### config.mk
export PLATFORM = sky130hd
export DESIGN_NAME = pid_math
export DESIGN_NICKNAME = d
export VERILOG_FILES = /design/src/rtl/pid_math.sv
export SDC_FILE = /design/constraint.sdc
export NUM_CORES = 1
export LEC_CHECK = 0
export CORE_MARGIN = 5
export CORE_UTILIZATION = 25
export DETAILED_ROUTE_END_ITERATION = 7
export DONT_BUFFER_PORTS = 1
export HOLD_SLACK_MARGIN = 0.12
export PLACE_DENSITY = 0.37
export RECOVER_POWER = 100
export SETUP_SLACK_MARGIN = 0.5
export SYNTH_ARGS = -nofsm -noshare
export SYNTH_HDL_FRONTEND = slang
export SYNTH_SLANG_ARGS = --single-unit
### constraint.sdc
create_clock -name clk -period 5.3 [get_ports clk]
set_input_delay 0.53 -clock clk [delete_from_list [all_inputs] [get_ports clk]]
set_output_delay 0.53 -clock clk [all_outputs]
set_load 0.03 [all_outputs]
### src/rtl/pid_math.sv
// PID term datapath: saturated error, P term, delayed-difference D term and an
// optional saturating integrator (built only when PID_ITERM_EN is defined).
module pid_math #(
  parameter int ERR_W   = 10,
  parameter int D_DEPTH = 12,
  parameter int DDIFF_W = 7,
  parameter int D_GAIN  = 7,
  parameter int I_ACC_W = 18,
  parameter int I_SHIFT = 6
) (
  input  logic                               clk,
  input  logic                               rst_n,
  input  logic                               vld,
  input  logic signed [15:0]                 desired,
  input  logic signed [15:0]                 actual,
  input  logic                               frz,
  input  logic                               clr_i,
  output logic signed [ERR_W-1:0]            pterm,
  output logic signed [DDIFF_W+4:0]          dterm,
  output logic signed [I_ACC_W-I_SHIFT-1:0]  iterm,
  output logic                               out_vld
);

  localparam int DW    = ERR_W + 1;
  localparam int PW    = DDIFF_W + 5;
  localparam int CNT_W = $clog2(D_DEPTH + 1);

  localparam logic signed [16:0]      ERR_MAX  = 17'((1 <<< (ERR_W - 1)) - 1);
  localparam logic signed [16:0]      ERR_MIN  = 17'(-(1 <<< (ERR_W - 1)));
  localparam logic signed [DW-1:0]    DD_MAX   = DW'((1 <<< (DDIFF_W - 1)) - 1);
  localparam logic signed [DW-1:0]    DD_MIN   = DW'(-(1 <<< (DDIFF_W - 1)));
  localparam logic signed [PW-1:0]    GAIN_EXT = PW'(D_GAIN & 31);
  localparam logic        [CNT_W-1:0] FULL     = CNT_W'(D_DEPTH);

  logic signed [16:0]        diff;
  logic signed [ERR_W-1:0]   err_sat;
  logic signed [ERR_W-1:0]   p_next;
  logic signed [ERR_W-1:0]   q [D_DEPTH];
  logic signed [DW-1:0]      dd;
  logic signed [DDIFF_W-1:0] dd_sat;
  logic signed [PW-1:0]      dd_ext;
  logic signed [PW-1:0]      d_next;
  logic        [CNT_W-1:0]   fill_cnt;

  assign diff = {actual[15], actual} - {desired[15], desired};

  always_comb begin
    err_sat = diff[ERR_W-1:0];
    if (diff > ERR_MAX)
      err_sat = ERR_MAX[ERR_W-1:0];
    else if (diff < ERR_MIN)
      err_sat = ERR_MIN[ERR_W-1:0];
  end

  assign p_next = (err_sat >>> 1) + (err_sat >>> 3);

  // Difference against the oldest queued sample, taken before this strobe shifts it out
  assign dd = {err_sat[ERR_W-1], err_sat} - {q[D_DEPTH-1][ERR_W-1], q[D_DEPTH-1]};

  always_comb begin
    dd_sat = dd[DDIFF_W-1:0];
    if (dd > DD_MAX)
      dd_sat = DD_MAX[DDIFF_W-1:0];
    else if (dd < DD_MIN)
      dd_sat = DD_MIN[DDIFF_W-1:0];
  end

  assign dd_ext = {{5{dd_sat[DDIFF_W-1]}}, dd_sat};
  assign d_next = (fill_cnt < FULL) ? '0 : dd_ext * GAIN_EXT;

  always_ff @(posedge clk or negedge rst_n) begin
    if (!rst_n) begin
      for (int i = 0; i < D_DEPTH; i++)
        q[i] <= '0;
      fill_cnt <= '0;
    end else if (vld) begin
      q[0] <= err_sat;
      for (int i = 1; i < D_DEPTH; i++)
        q[i] <= q[i-1];
      if (fill_cnt != FULL)
        fill_cnt <= fill_cnt + 1'b1;
    end
  end

  always_ff @(posedge clk or negedge rst_n) begin
    if (!rst_n) begin
      pterm   <= '0;
      dterm   <= '0;
      out_vld <= 1'b0;
    end else begin
      out_vld <= vld;
      if (vld) begin
        pterm <= p_next;
        dterm <= d_next;
      end
    end
  end

`ifdef PID_ITERM_EN
  logic signed [I_ACC_W-1:0] acc;
  logic signed [I_ACC_W-1:0] acc_next;
  logic signed [I_ACC_W:0]   sum;

  assign sum = {acc[I_ACC_W-1], acc}
             + {{(I_ACC_W + 1 - ERR_W){err_sat[ERR_W-1]}}, err_sat};

  // Overflow shows as disagreement between the two top bits of the widened sum
  always_comb begin
    acc_next = acc;
    if (clr_i)
      acc_next = '0;
    else if (vld && !frz) begin
      if (sum[I_ACC_W] != sum[I_ACC_W-1])
        acc_next = sum[I_ACC_W] ? {1'b1, {(I_ACC_W-1){1'b0}}}
                                : {1'b0, {(I_ACC_W-1){1'b1}}};
      else
        acc_next = sum[I_ACC_W-1:0];
    end
  end

  always_ff @(posedge clk or negedge rst_n) begin
    if (!rst_n) begin
      acc   <= '0;
      iterm <= '0;
    end else begin
      acc <= acc_next;
      if (vld)
        iterm <= acc_next[I_ACC_W-1:I_SHIFT];
    end
  end
`else
  logic unused_ctrl;

  assign unused_ctrl = frz ^ clr_i;
  assign iterm       = '0;
`endif

endmodule

# ---- After elaboration in Yosys (flattened, before gate mapping)
# Index checks and enable logic that the tools add are counted.
dict set report classes {
  reduce_logical 1
  n_mux 5
  n_eq_ne 1
  multipliers 1
  n_addsub 4
  order_cmp 5
}
# cell count
set op_table {}
lappend op_table {{two-way mux 10 bit} 2}
lappend op_table {{greater-than comparator 17 x 10 -> 1 bit, second input constant} 1}
lappend op_table {{< comparator 17 x 10 -> 1 bit, second input constant} 1}
lappend op_table {{subtractor 16 x 16 -> 17 bit} 1}
lappend op_table {{two-way mux 7 bit} 2}
lappend op_table {{two-way mux 12 bit} 1}
lappend op_table {{greater-than comparator 11 x 7 -> 1 bit, second input constant} 1}
lappend op_table {{< comparator 11 x 7 -> 1 bit, second input constant} 1}
lappend op_table {{multiplier 7 x 4 -> 11 bit, second input constant} 1}
lappend op_table {{subtractor 10 x 10 -> 11 bit} 1}
lappend op_table {{adder 9 x 7 -> 10 bit} 1}
lappend op_table {{adder 4 x 1 -> 4 bit, second input constant} 1}
lappend op_table {{< comparator 4 bit, second input constant} 1}
lappend op_table {{!= test 4 bit, second input constant} 1}
lappend op_table {{AND reduction 2 bit} 1}
dict set report word_totals {
  input_bits 37
  out_inout_bits 35
  ff_bits 147
  elab_cells 33
}

# ---- Depth between registers and ports, before layout
# Gate-level depths: netlist of the first run.
dict set report depth {
  depth_word 10
  mapped_depth 38
}

# ---- Worst setup path after synthesis of the first run
# No wires, ideal clock.
dict set report synth_path {
  kind {input to register}
  start {input actual[0]}
  end {register dterm[10]}
  t_arrival_ps 7609
  stages 36
  setup_slack_ps -2430
  n_path_buf 2
  required_time_ps 5179
  cell_sequence {inv_1 > ha_1 > fa_1 > nor2b_1 > o21a_1 > o21ai_0 > a21o_1 > mux2_2 > nor3_1 > nand4_1 > o31a_1 > clkbuf_1 > o21ai_0 > ha_1 > clkbuf_1 > a21o_2 > a221oi_2 > nor3b_1 > a211o_1 > nor4_1 > a21o_1 > o31a_1 > inv_1 > ha_1 > fa_1 > ha_1 > nor2b_1 > o21ai_0 > nand2b_1 > a21o_1 > a21oi_1 > nor3b_1 > nand3_1 > o311ai_2 > xnor2_1 > a22o_1}
}
dict set report synth_between {
  elab_chain_cells 10
  word_cells_on_any_way 12
  cone_classes {add/sub (2); mul (1); order compare (4); mux (5)}
}
# item line
set synth_rtl {}
lappend synth_rtl {{start, declared} 15} ;# input logic signed [15:0] actual,
lappend synth_rtl {{subtractor 16 x 16 -> 17 bit *} 45} ;# assign diff = {actual[15], actual} - {desired[15], desired};
lappend synth_rtl {{< comparator 17 x 10 -> 1 bit} 51} ;# else if (diff < ERR_MIN)
lappend synth_rtl {{two-way mux 10 bit} 51}
lappend synth_rtl {{two-way mux 10 bit *} 49} ;# if (diff > ERR_MAX)
lappend synth_rtl {{net err_sat[4]} 36} ;# logic signed [ERR_W-1:0] err_sat;
lappend synth_rtl {{subtractor 10 x 10 -> 11 bit *} 58} ;# assign dd = {err_sat[ERR_W-1], err_sat} - {q[D_DEPTH-1][ERR_W-1], q[D_DEPTH-1]};
lappend synth_rtl {{< comparator 11 x 7 -> 1 bit} 64} ;# else if (dd < DD_MIN)
lappend synth_rtl {{two-way mux 7 bit} 64}
lappend synth_rtl {{two-way mux 7 bit *} 62} ;# if (dd > DD_MAX)
lappend synth_rtl {{multiplier 7 x 4 -> 11 bit *} 69} ;# assign d_next = (fill_cnt < FULL) ? '0 : dd_ext * GAIN_EXT;
lappend synth_rtl {{two-way mux 12 bit *} 69}
lappend synth_rtl {{end signal, assigned} 94} ;# dterm <= d_next;
lappend synth_rtl {{end, declared} 19} ;# output logic signed [DDIFF_W+4:0] dterm,
# The timed path passes the listed nets; every way through them passes the cells marked *.
# A chain may end at the register's enable or synchronous reset.

# ---- Worst setup path in the final report of the first run
# Same ends and word-level chain as after synthesis.

==> results of run 1 <==
==> logic make-up (layout without fill, tap and decap cells) <==
family	Yosys count	in the layout	synth area share (%)
DFF	145	145	45.1
other	1	12	0.0467
adders and majority gates	58	58	9.68
xor gates and xnor gates	37	37	4.03
and+or+nand+nor	118	118	7.53
muxes	113	113	15.8
buffers and inverters	90	248	4.97
AOI/OAI and AO/OA	148	148	12.8
==> synth_stat cells (8+ instances only) <==
| master | instances |
|---|---|
| nand2_1 | 26 |
| a211o_1 | 10 |
| a21oi_1 | 30 |
| dfrtp_1 | 145 |
| a22o_1 | 9 |
| buf_4 | 14 |
| clkbuf_1 | 25 |
| nor3_1 | 11 |
| xnor2_1 | 22 |
| ha_1 | 51 |
| inv_1 | 49 |
| nor2_1 | 27 |
| o21a_1 | 13 |
| nand3_1 | 8 |
| a21o_1 | 16 |
| mux2_2 | 113 |
| nand2b_1 | 12 |
| nor2b_1 | 11 |
| o21ai_0 | 35 |
| xor2_1 | 15 |
==> per-stage QoR <==
step	instance area, sq um	hold slack (ps)	setup slack, ps	instances	setup TNS [ps]
floorplan	8320	234	-1730	721	-10210
global placement	9570	239	-1810	1210	-12310
detailed placement	9570	238	-1980	1210	-13570
CTS	10500	129	-1320	1272	-7520
global route	10700	151	-1690	1281	-10790
finish	10700	188	-1370	1281	-8520
==> layer usage <==
metal / track usage (%) / routed length (um) / vias up
met5: 0 / 0 / -
met4: 3.28 / 332 / 0
met3: 2.53 / 591 / 19
met2: 16.6 / 8670 / 62
met1: 13.0 / 8200 / 2749
li1: - / - / 2817
==> final cells by class <==
cell class | instances | area, sq um | share of cell area, %
Sequential cell | 145 | 3630 | 33.9
Multi-Input combinational cell | 486 | 4460 | 41.7
Tap cell | 402 | 503 | 4.71
Timing Repair Buffer | 167 | 1320 | 12.4
Clock buffer | 18 | 439 | 4.11
Inverter | 49 | 196 | 1.84
Clock inverter | 14 | 143 | 1.33
==> flip-flops by register name, summed over array words and instances (netlist names) <==
name	cells
fill_cnt	4
pterm	9
out_vld	1
dterm	11
q	120
==> how the worst max path moves through the flow <==
stage	end	startpoint	slack (ps)	cells past startpoint
after CTS	dterm[10]	actual[0]	-1320	36
after floorplan	dterm[10]	actual[0]	-1730	36
final	dterm[10]	actual[0]	-1370	34
after global routing	dterm[10]	actual[0]	-1690	38
after global placement	dterm[10]	desired[1]	-1810	34
after detailed placement	dterm[10]	actual[0]	-1980	36
==> repair_timing <==
| action | in CTS | in global routing |
|---|---|---|
| pin swaps | 21 | 16 |
| hold endpoints to repair | 145 | 0 |
| hold buffers | 2 | 0 |
| setup buffers | 28 | 8 |
| endpoints found under the setup margin | 10 | 11 |
| cloned | 0 | 1 |
| gates resized for setup | 18 | 27 |
==> worst reg2reg max path, stage by stage, from the launching register on <==
cell and delay (ps):
dfrtp_1 420, ha_2 200, fa_2 360, nor2b_4 140, o31a_4 170, o22ai_4 70
xnor2_2 210, o211ai_1 180, o21a_4 280, o31a_1 350, inv_2 80, ha_4 190
fa_1 520, ha_4 210, nor2b_4 120, o21ai_2 100, nand2b_1 90, a21o_1 170
a21oi_2 130, nor3b_1 60, nand3_1 80, o311ai_2 110, xnor2_1 140, a22o_1 170
==> cell usage in the layout, fill, tap and decap left out, types with 4 or more instances in the layout <==
master	instances
buf_6	7
xnor2_1	16
a21oi_1	24
conb_1	12
ha_1	40
nor2_1	24
a21oi_2	7
o21ai_4	5
a21o_1	15
inv_1	44
fa_1	4
nor3_1	10
ha_4	9
inv_6	8
o21ai_0	24
nand4_1	4
a22o_1	9
nand3_1	8
dfrtp_1	145
inv_2	4
o21a_1	12
xor2_1	15
nand2b_1	12
clkbuf_16	18
a211o_1	10
o21ai_1	4
xnor2_2	6
buf_4	155
nand2_1	26
nor2b_1	10
mux2_2	112
==> results.py, run 1 <==
metrics = {
    "run_status": {
        "outcome": "finished, violations left",
        "violations": "max-capacitance violations, max-slew violations, negative setup slack",
    },
    "cts": {
        "clock_path_buffers": 2,
        "clkSinkCount": 145,
        "clock_latency_ps": 420,
        "htreeDepth": 4,
        "cts_buffers": 17,
        "cts_root_buf": "clkbuf_16",
        "path_clk_slew_ps": 70,
        "tritoncts": "yes",
    },
    "route": {
        "drt_pre_antenna_iters": 4,
        "drc": 0,
        "antenna_left": 0,
        "first_iter_violations": 276,
        "dr_total_vias": 5647,
        "viasPerCell": 4.41,
        "wl_per_cell_um": 13.9,
        "wl_um": 17800,
    },
    "yosys": {
        "yosys_warnings": 0,
        "synthCells": 710,
        "synth_enable_flop_cells": 0,
        "synth.top_cells.by_area": "dfrtp_1, mux2_2, ha_1, xnor2_1, inv_1",
        "synthFlopType": "dfrtp_1",
        "yosysUniqueCellTypes": 58,
        "synth_top_area_share_pct": 45.1,
        "yosys_register_bits": 145,
        "synthArstFlopShare_pct": 100,
        "yosysTopAreaCell": "dfrtp_1",
        "syn_avg_cell_area_sq_um": 11.3,
        "ys_seq_area_share_pct": 45.1,
        "netlist_area_sq_um": 8040,
    },
    "finish": {
        "fin_util_pct": 33.8,
        "area_delta_synth_final_pct": 33.0,
        "fin_nets": 961,
        "nFillCells": 3144,
        "drive_above_1_share_pct": 43.3,
        "diodes": 0,
    },
    "floorplan": {
        "fp.dieW_um": 189,
        "die_area_sq_um": 35800,
        "die_y_um": 189,
        "start_util_pct": 25.4,
        "core_sq_um": 31600,
        "ios": 72,
        "placementRows": 65,
    },
    "worst_hold_path": {
        "min_path_type": "primary input to register",
        "hold_start": "vld",
        "holdPathStages": 0,
        "holdPathEnd": "out_vld",
    },
    "worst_setup_path": {
        "reg2reg_to": "dterm[10]",
        "critPathCaptureType": "register",
        "worstReg2RegStart": "q[0]",
        "cp_max_fo": 6,
        "worstPathRequired_ps": 5620,
        "reg2regPathDepth": 23,
        "criticalPathCategory": "primary input to register",
        "critPathSlowestCell": "fa_1",
        "cpMostUsedCell": "ha_4",
        "cpLargestDelayFamily": "compound AO/OA/AOI/OAI gates",
        "cp_slowest_stage_delay_ps": 440,
        "cp-start-kind": "primary input",
        "worstPathArrival_ps": 6990,
        "crit_buf_inv": 4,
        "worst-r2r-setup-slack_ps": 630,
    },
    "global_route": {
        "grt.total_usage_pct": 10.1,
        "grt_pass1_vias": 5848,
        "grt_antenna_before_repair": 0,
        "grt_max_degree": 148,
        "grt_pass1_wl_um": 29400,
        "overflow": 0,
    },
    "timing": {
        "worst_pin_slew_ps": 3580,
        "finalMaxSlewViolations": 146,
        "min_period_ps": 6670,
        "maxSlewHeadroom_pct": -138,
        "hold_violations": 0,
        "clock.fmax_mhz": 150,
        "timing.final.crit_share_pct": 126,
        "setup_slack_ps": -1370,
        "rsz0062_at_grt": "true",
        "skew_ps": 8.99,
        "setup_viol": 9,
    },
    "placement": {
        "place_congestion": 0.795,
        "hpwl_um": 12800,
        "io_buffers": 0,
    },
    "flow_run": {
        "cap_violations": 1,
    },
}
Power of run 1 is not shown: default switching activity piles up to over one toggle a cycle in this logic, so the estimate is an artifact.
==> run 2, diff against run 1 <==
--- a/config.mk
+++ b/config.mk
@@ -13,6 +13,7 @@
 export PLACE_DENSITY = 0.37
 export RECOVER_POWER = 100
 export SETUP_SLACK_MARGIN = 0.5
+export SKIP_CTS_REPAIR_TIMING = 1
 export SYNTH_ARGS = -nofsm -noshare
 export SYNTH_HDL_FRONTEND = slang
 export SYNTH_SLANG_ARGS = --single-unit
==> run 2 against run 1 <==
Effect of this change: the run still ends with max-capacitance violations, max-slew violations, negative setup slack left; clock-buffer cell count unchanged; global-route usage decreased by 0.19 points; design area decreased by 2.0%; highest routed layer unchanged; critical path depth increased by 1; first-iteration DRC count decreased by 8.3%; via count decreased by 1.7%.
==> results.py, run 2 (synthesis results as in run 1) <==
metrics = {
    "run_status": {
        "outcome": "finished, violations left",
        "violations": "max-capacitance violations, max-slew violations, negative setup slack",
    },
    "cts": {
        "cts_root_buf": "clkbuf_16",
        "tritoncts": "yes",
        "htreeDepth": 4,
        "clock_path_buffers": 2,
        "clock_latency_ps": 420,
        "cts_buffers": 17,
        "path_clk_slew_ps": 60,
        "clkSinkCount": 145,
    },
    "timing": {
        "setup_viol": 9,
        "hold_violations": 0,
        "finalMaxSlewViolations": 146,
        "worst_pin_slew_ps": 3580,
        "skew_ps": 8.21,
        "setup_slack_ps": -1470,
        "rsz0062_at_grt": "true",
        "setup_tns_ps": -8740,
        "min_period_ps": 6770,
        "timing.final.crit_share_pct": 128,
        "clock.fmax_mhz": 148,
        "maxSlewHeadroom_pct": -138,
    },
    "flow_run": {
        "cap_violations": 1,
    },
    "route": {
        "drt_pre_antenna_iters": 4,
        "viasPerCell": 4.41,
        "wl_per_cell_um": 13.9,
        "antenna_left": 0,
        "drc": 0,
        "first_iter_violations": 253,
        "dr_total_vias": 5551,
        "wl_um": 17500,
    },
    "global_route": {
        "grt.total_usage_pct": 9.90,
        "grt_max_degree": 148,
        "grt_pass1_wl_um": 28800,
        "grt_pass1_vias": 5661,
        "overflow": 0,
        "grt_antenna_before_repair": 0,
    },
    "worst_setup_path": {
        "cp-start-kind": "primary input",
        "cpMostUsedCell": "ha_4",
        "cp_max_fo": 6,
        "worstReg2RegStart": "q[6]",
        "worstPathArrival_ps": 7090,
        "critPathCaptureType": "register",
        "cp-startpoint": "actual[0]",
        "worstPathRequired_ps": 5610,
        "criticalPathCategory": "primary input to register",
        "critPathSlowestCell": "fa_1",
        "cp_slowest_stage_delay_ps": 570,
    },
    "placement": {
        "io_buffers": 0,
        "placedCellCount": 1210,
        "dpl_cell_area_sq_um": 9570,
        "hpwl_um": 12800,
        "place_congestion": 0.795,
    },
    "floorplan": {
        "core_sq_um": 31600,
        "ios": 72,
        "start_util_pct": 25.4,
        "fp.dieW_um": 189,
        "die_area_sq_um": 35800,
        "placementRows": 65,
        "die_y_um": 189,
    },
    "finish": {
        "final_cells": 1259,
        "multi_input_area_sq_um": 4420,
        "seqCellArea_sq_um": 3630,
        "reg_top3": "q (120), dterm (11), pterm (9)",
        "nFillCells": 3165,
        "fin_nets": 939,
        "area_delta_synth_final_pct": 30.3,
        "final_common_cell": "dfrtp_1",
        "drive_above_1_share_pct": 41.1,
        "stdcell_area_sq_um": 10500,
        "regMostFlops": "q",
        "layout_common_cells": "dfrtp_1, buf_4, mux2_2, inv_1, ha_1",
        "diodes": 0,
        "largest_reg_flops": 120,
    },
    "worst_hold_path": {
        "min_path_type": "primary input to register",
        "hold_start": "vld",
    },
}
-- run 2: metrics by stage --
step	setup slack, ps	util (%)	hold WS, ps
after floorplan	-1730	-	234
after global routing	-1790	33.1	151
final	-1470	33.1	187
after global placement	-1810	30.3	239
after CTS	-1540	32.1	-232
after detailed placement	-1980	30.3	238
-- run 2: metal layers --
metal  vias up  wire (um)  GRT usage [%]
met1      2704       8180           12.9
met3        15        553           2.47
met5         -          0              0
met4         0        251           3.09
li1       2771          -              -
met2        61       8550           16.2
-- run 2: path summary, 6_finish.rpt --
check,slack (ps),cells after the start,end
min reg2reg,490,2,q[4]
max reg2reg,530,23,dterm[10]
min in group asynchronous,1750,2,dterm[1]
min,190,0,out_vld
max in group asynchronous,1350,2,q[64]
max,-1470,35,dterm[10]
-- run 2: layout make-up --
class / instances / share of cell area (%)
flip-flops and latches: 145 / 34.6
clock buffers: 18 / 4.19
multi-input cells: 486 / 42.2
well taps: 402 / 4.80
inverters: 49 / 1.88
clock inverters: 14 / 1.36
repair buffers: 145 / 10.9
-- run 2: worst max-delay path: cells and delay by family --
kind	cells	cell delay, ps
simple gates	9	1120
mux	1	330
xor+xnor	1	140
fa+ha+maj	6	1700
buf+inv	3	250
compound gates	15	3010
Power of run 2 is left out for the same reason.
==> run 3, diff against run 2 <==
--- a/config.mk
+++ b/config.mk
@@ -10,7 +10,6 @@
 export DETAILED_ROUTE_END_ITERATION = 7
 export DONT_BUFFER_PORTS = 1
 export HOLD_SLACK_MARGIN = 0.12
-export PLACE_DENSITY = 0.37
 export RECOVER_POWER = 100
 export SETUP_SLACK_MARGIN = 0.5
 export SKIP_CTS_REPAIR_TIMING = 1
==> run 3 against run 2 <==
Effect of this change: the flow still finishes with violations (max-capacitance violations, max-slew violations, negative setup slack); clock skew is 3.6 ps higher; non-clock buffer count is 1 higher; design area is 1.1% higher; flip-flop and latch count stayed put; final cell count hardly changed; wire length is 8.4% lower; via count is 0.92% lower; core utilization is 0.37 points higher; worst setup slack worse by 13 ps; maximum frequency is 0.19% lower; register-to-register slack hardly changed; clock-buffer cell count is 1 lower; highest routed layer unchanged.
==> results.py, run 3 (synthesis results as in run 1) <==
metrics = {
    "timing": {
        "clock.fmax_mhz": 147,
        "timing.final.crit_share_pct": 128,
        "finalMaxSlewViolations": 146,
        "skew_ps": 11.8,
        "rsz0062_at_grt": "true",
        "setup_viol": 9,
        "holdWs_ps": 163,
        "hold_violations": 0,
        "setup_slack_ps": -1490,
        "min_period_ps": 6790,
        "worst_pin_slew_ps": 3460,
        "maxSlewHeadroom_pct": -131,
    },
    "global_route": {
        "grt_antenna_before_repair": 0,
        "grt_pass1_vias": 5478,
        "grt_max_degree": 148,
        "grt.total_usage_pct": 9.00,
        "overflow": 0,
        "grt_pass1_wl_um": 26600,
    },
    "worst_setup_path": {
        "cp_max_fo": 8,
        "cpLargestDelayFamily": "compound AO/OA/AOI/OAI gates",
        "worstPathArrival_ps": 7090,
        "worstPathRequired_ps": 5610,
        "criticalPathCategory": "primary input to register",
        "cp-start-kind": "primary input",
        "worst-r2r-setup-slack_ps": 530,
        "cpMostUsedCell": "ha_4",
        "critPathCaptureType": "register",
        "crit_buf_inv": 5,
        "cp_slowest_stage_delay_ps": 440,
        "critPathSlowestCell": "fa_1",
    },
    "worst_hold_path": {
        "min_path_type": "primary input to register",
    },
    "placement": {
        "hpwl_um": 11700,
        "io_buffers": 0,
        "place_congestion": 0.818,
        "dpl_cell_area_sq_um": 9550,
    },
    "cts": {
        "clock_latency_ps": 430,
        "clkSinkCount": 145,
        "tritoncts": "yes",
        "htreeDepth": 4,
        "cts_root_buf": "clkbuf_16",
        "path_clk_slew_ps": 60,
        "cts_buffers": 17,
        "clock_path_buffers": 2,
    },
    "route": {
        "dr_total_vias": 5500,
        "route.met3.wl_um": 585,
        "drt_pre_antenna_iters": 4,
        "antenna_left": 0,
        "first_iter_violations": 163,
        "viasPerCell": 4.37,
        "top_layer_used": "met4",
        "drt-met1-wl_um": 7470,
        "wl_per_cell_um": 12.7,
        "wl_um": 16100,
        "drc": 0,
        "met2_length_um": 7860,
    },
    "run_status": {
        "violations": "max-capacitance violations, max-slew violations, negative setup slack",
        "outcome": "finished, violations left",
    },
    "floorplan": {
        "placementRows": 65,
        "start_util_pct": 25.4,
        "die_y_um": 189,
        "core_sq_um": 31600,
        "fp.dieW_um": 189,
        "die_area_sq_um": 35800,
        "ios": 72,
    },
    "finish": {
        "diodes": 0,
        "fin_nets": 940,
        "final_common_cell": "dfrtp_1",
        "regMostFlops": "q",
        "layout_common_cells": "dfrtp_1, buf_4, mux2_2, inv_1, ha_1",
        "drive_above_1_share_pct": 42.2,
        "reg_top3": "q (120), dterm (11), pterm (9)",
        "largest_reg_flops": 120,
        "stdcell_area_sq_um": 10600,
        "area_delta_synth_final_pct": 31.7,
    },
    "flow_run": {
        "cap_violations": 1,
    },
}
[run 3: cell types whose count changed in the layout (fill, tap and decap cells not counted), sizes merged]
| cell | delta |
|---|---|
| clkbuf | -4 |
| bufinv | -1 |
| buf | +4 |
| clkinv | +4 |
| inv | +1 |
| clkinvlp | -3 |
[run 3: layout make-up]
type	instances	area, sq um
tap	402	503
fill	3113	21000
clock inverter	15	179
sequential	145	3630
inverter	49	196
clock buffer	17	425
multi-input combinational	486	4490
timing repair buffer	146	1170
[run 3: path summary, 6_finish.rpt]
path / from / to / cells after the start
hold / removal: vld / out_vld / 0
setup reg to reg: q[6] / dterm[10] / 22
hold reg to reg: q[18] / q[8] / 2
setup / recovery: actual[0] / dterm[10] / 34
min in group asynchronous: rst_n / dterm[4] / 2
max in group asynchronous: rst_n / q[82] / 2
[run 3: through the flow]
step / TNS (ps) / setup WS (ps) / utilization [%] / std cells
after detailed placement: -13260 / -1930 / 30.2 / 1207
after global placement: -12060 / -1820 / 30.2 / 1207
after CTS: -9240 / -1510 / 32.1 / 1239
after floorplan: -10210 / -1730 / - / 721
final: -8510 / -1490 / 33.5 / 1260
after global routing: -10960 / -1820 / 33.5 / 1260
[run 3: worst reg2reg max path, cell delays in order (launching register included)]
cell and delay (ps):
dfrtp_1 360, inv_1 120, ha_4 230, a21o_1 200, a221oi_2 330, nor3b_2 90, a211o_1 280, nor4_4 330
a21o_4 220, o31a_1 230, inv_2 70, ha_4 260, fa_1 440, ha_4 290, nor2b_1 120, o21ai_1 80
nand2b_1 90, a21o_1 130, a21oi_2 60, buf_4 140, o311ai_2 270, xnor2_1 140, a22o_1 190
[run 3: metal layers]
layer / GRT usage (%) / vias to the layer above
li1: - / 2749
met4: 2.75 / 0
met2: 14.8 / 57
met1: 11.4 / 2683
met3: 2.71 / 11
met5: 0 / -
Power of run 3 is left out for the same reason.
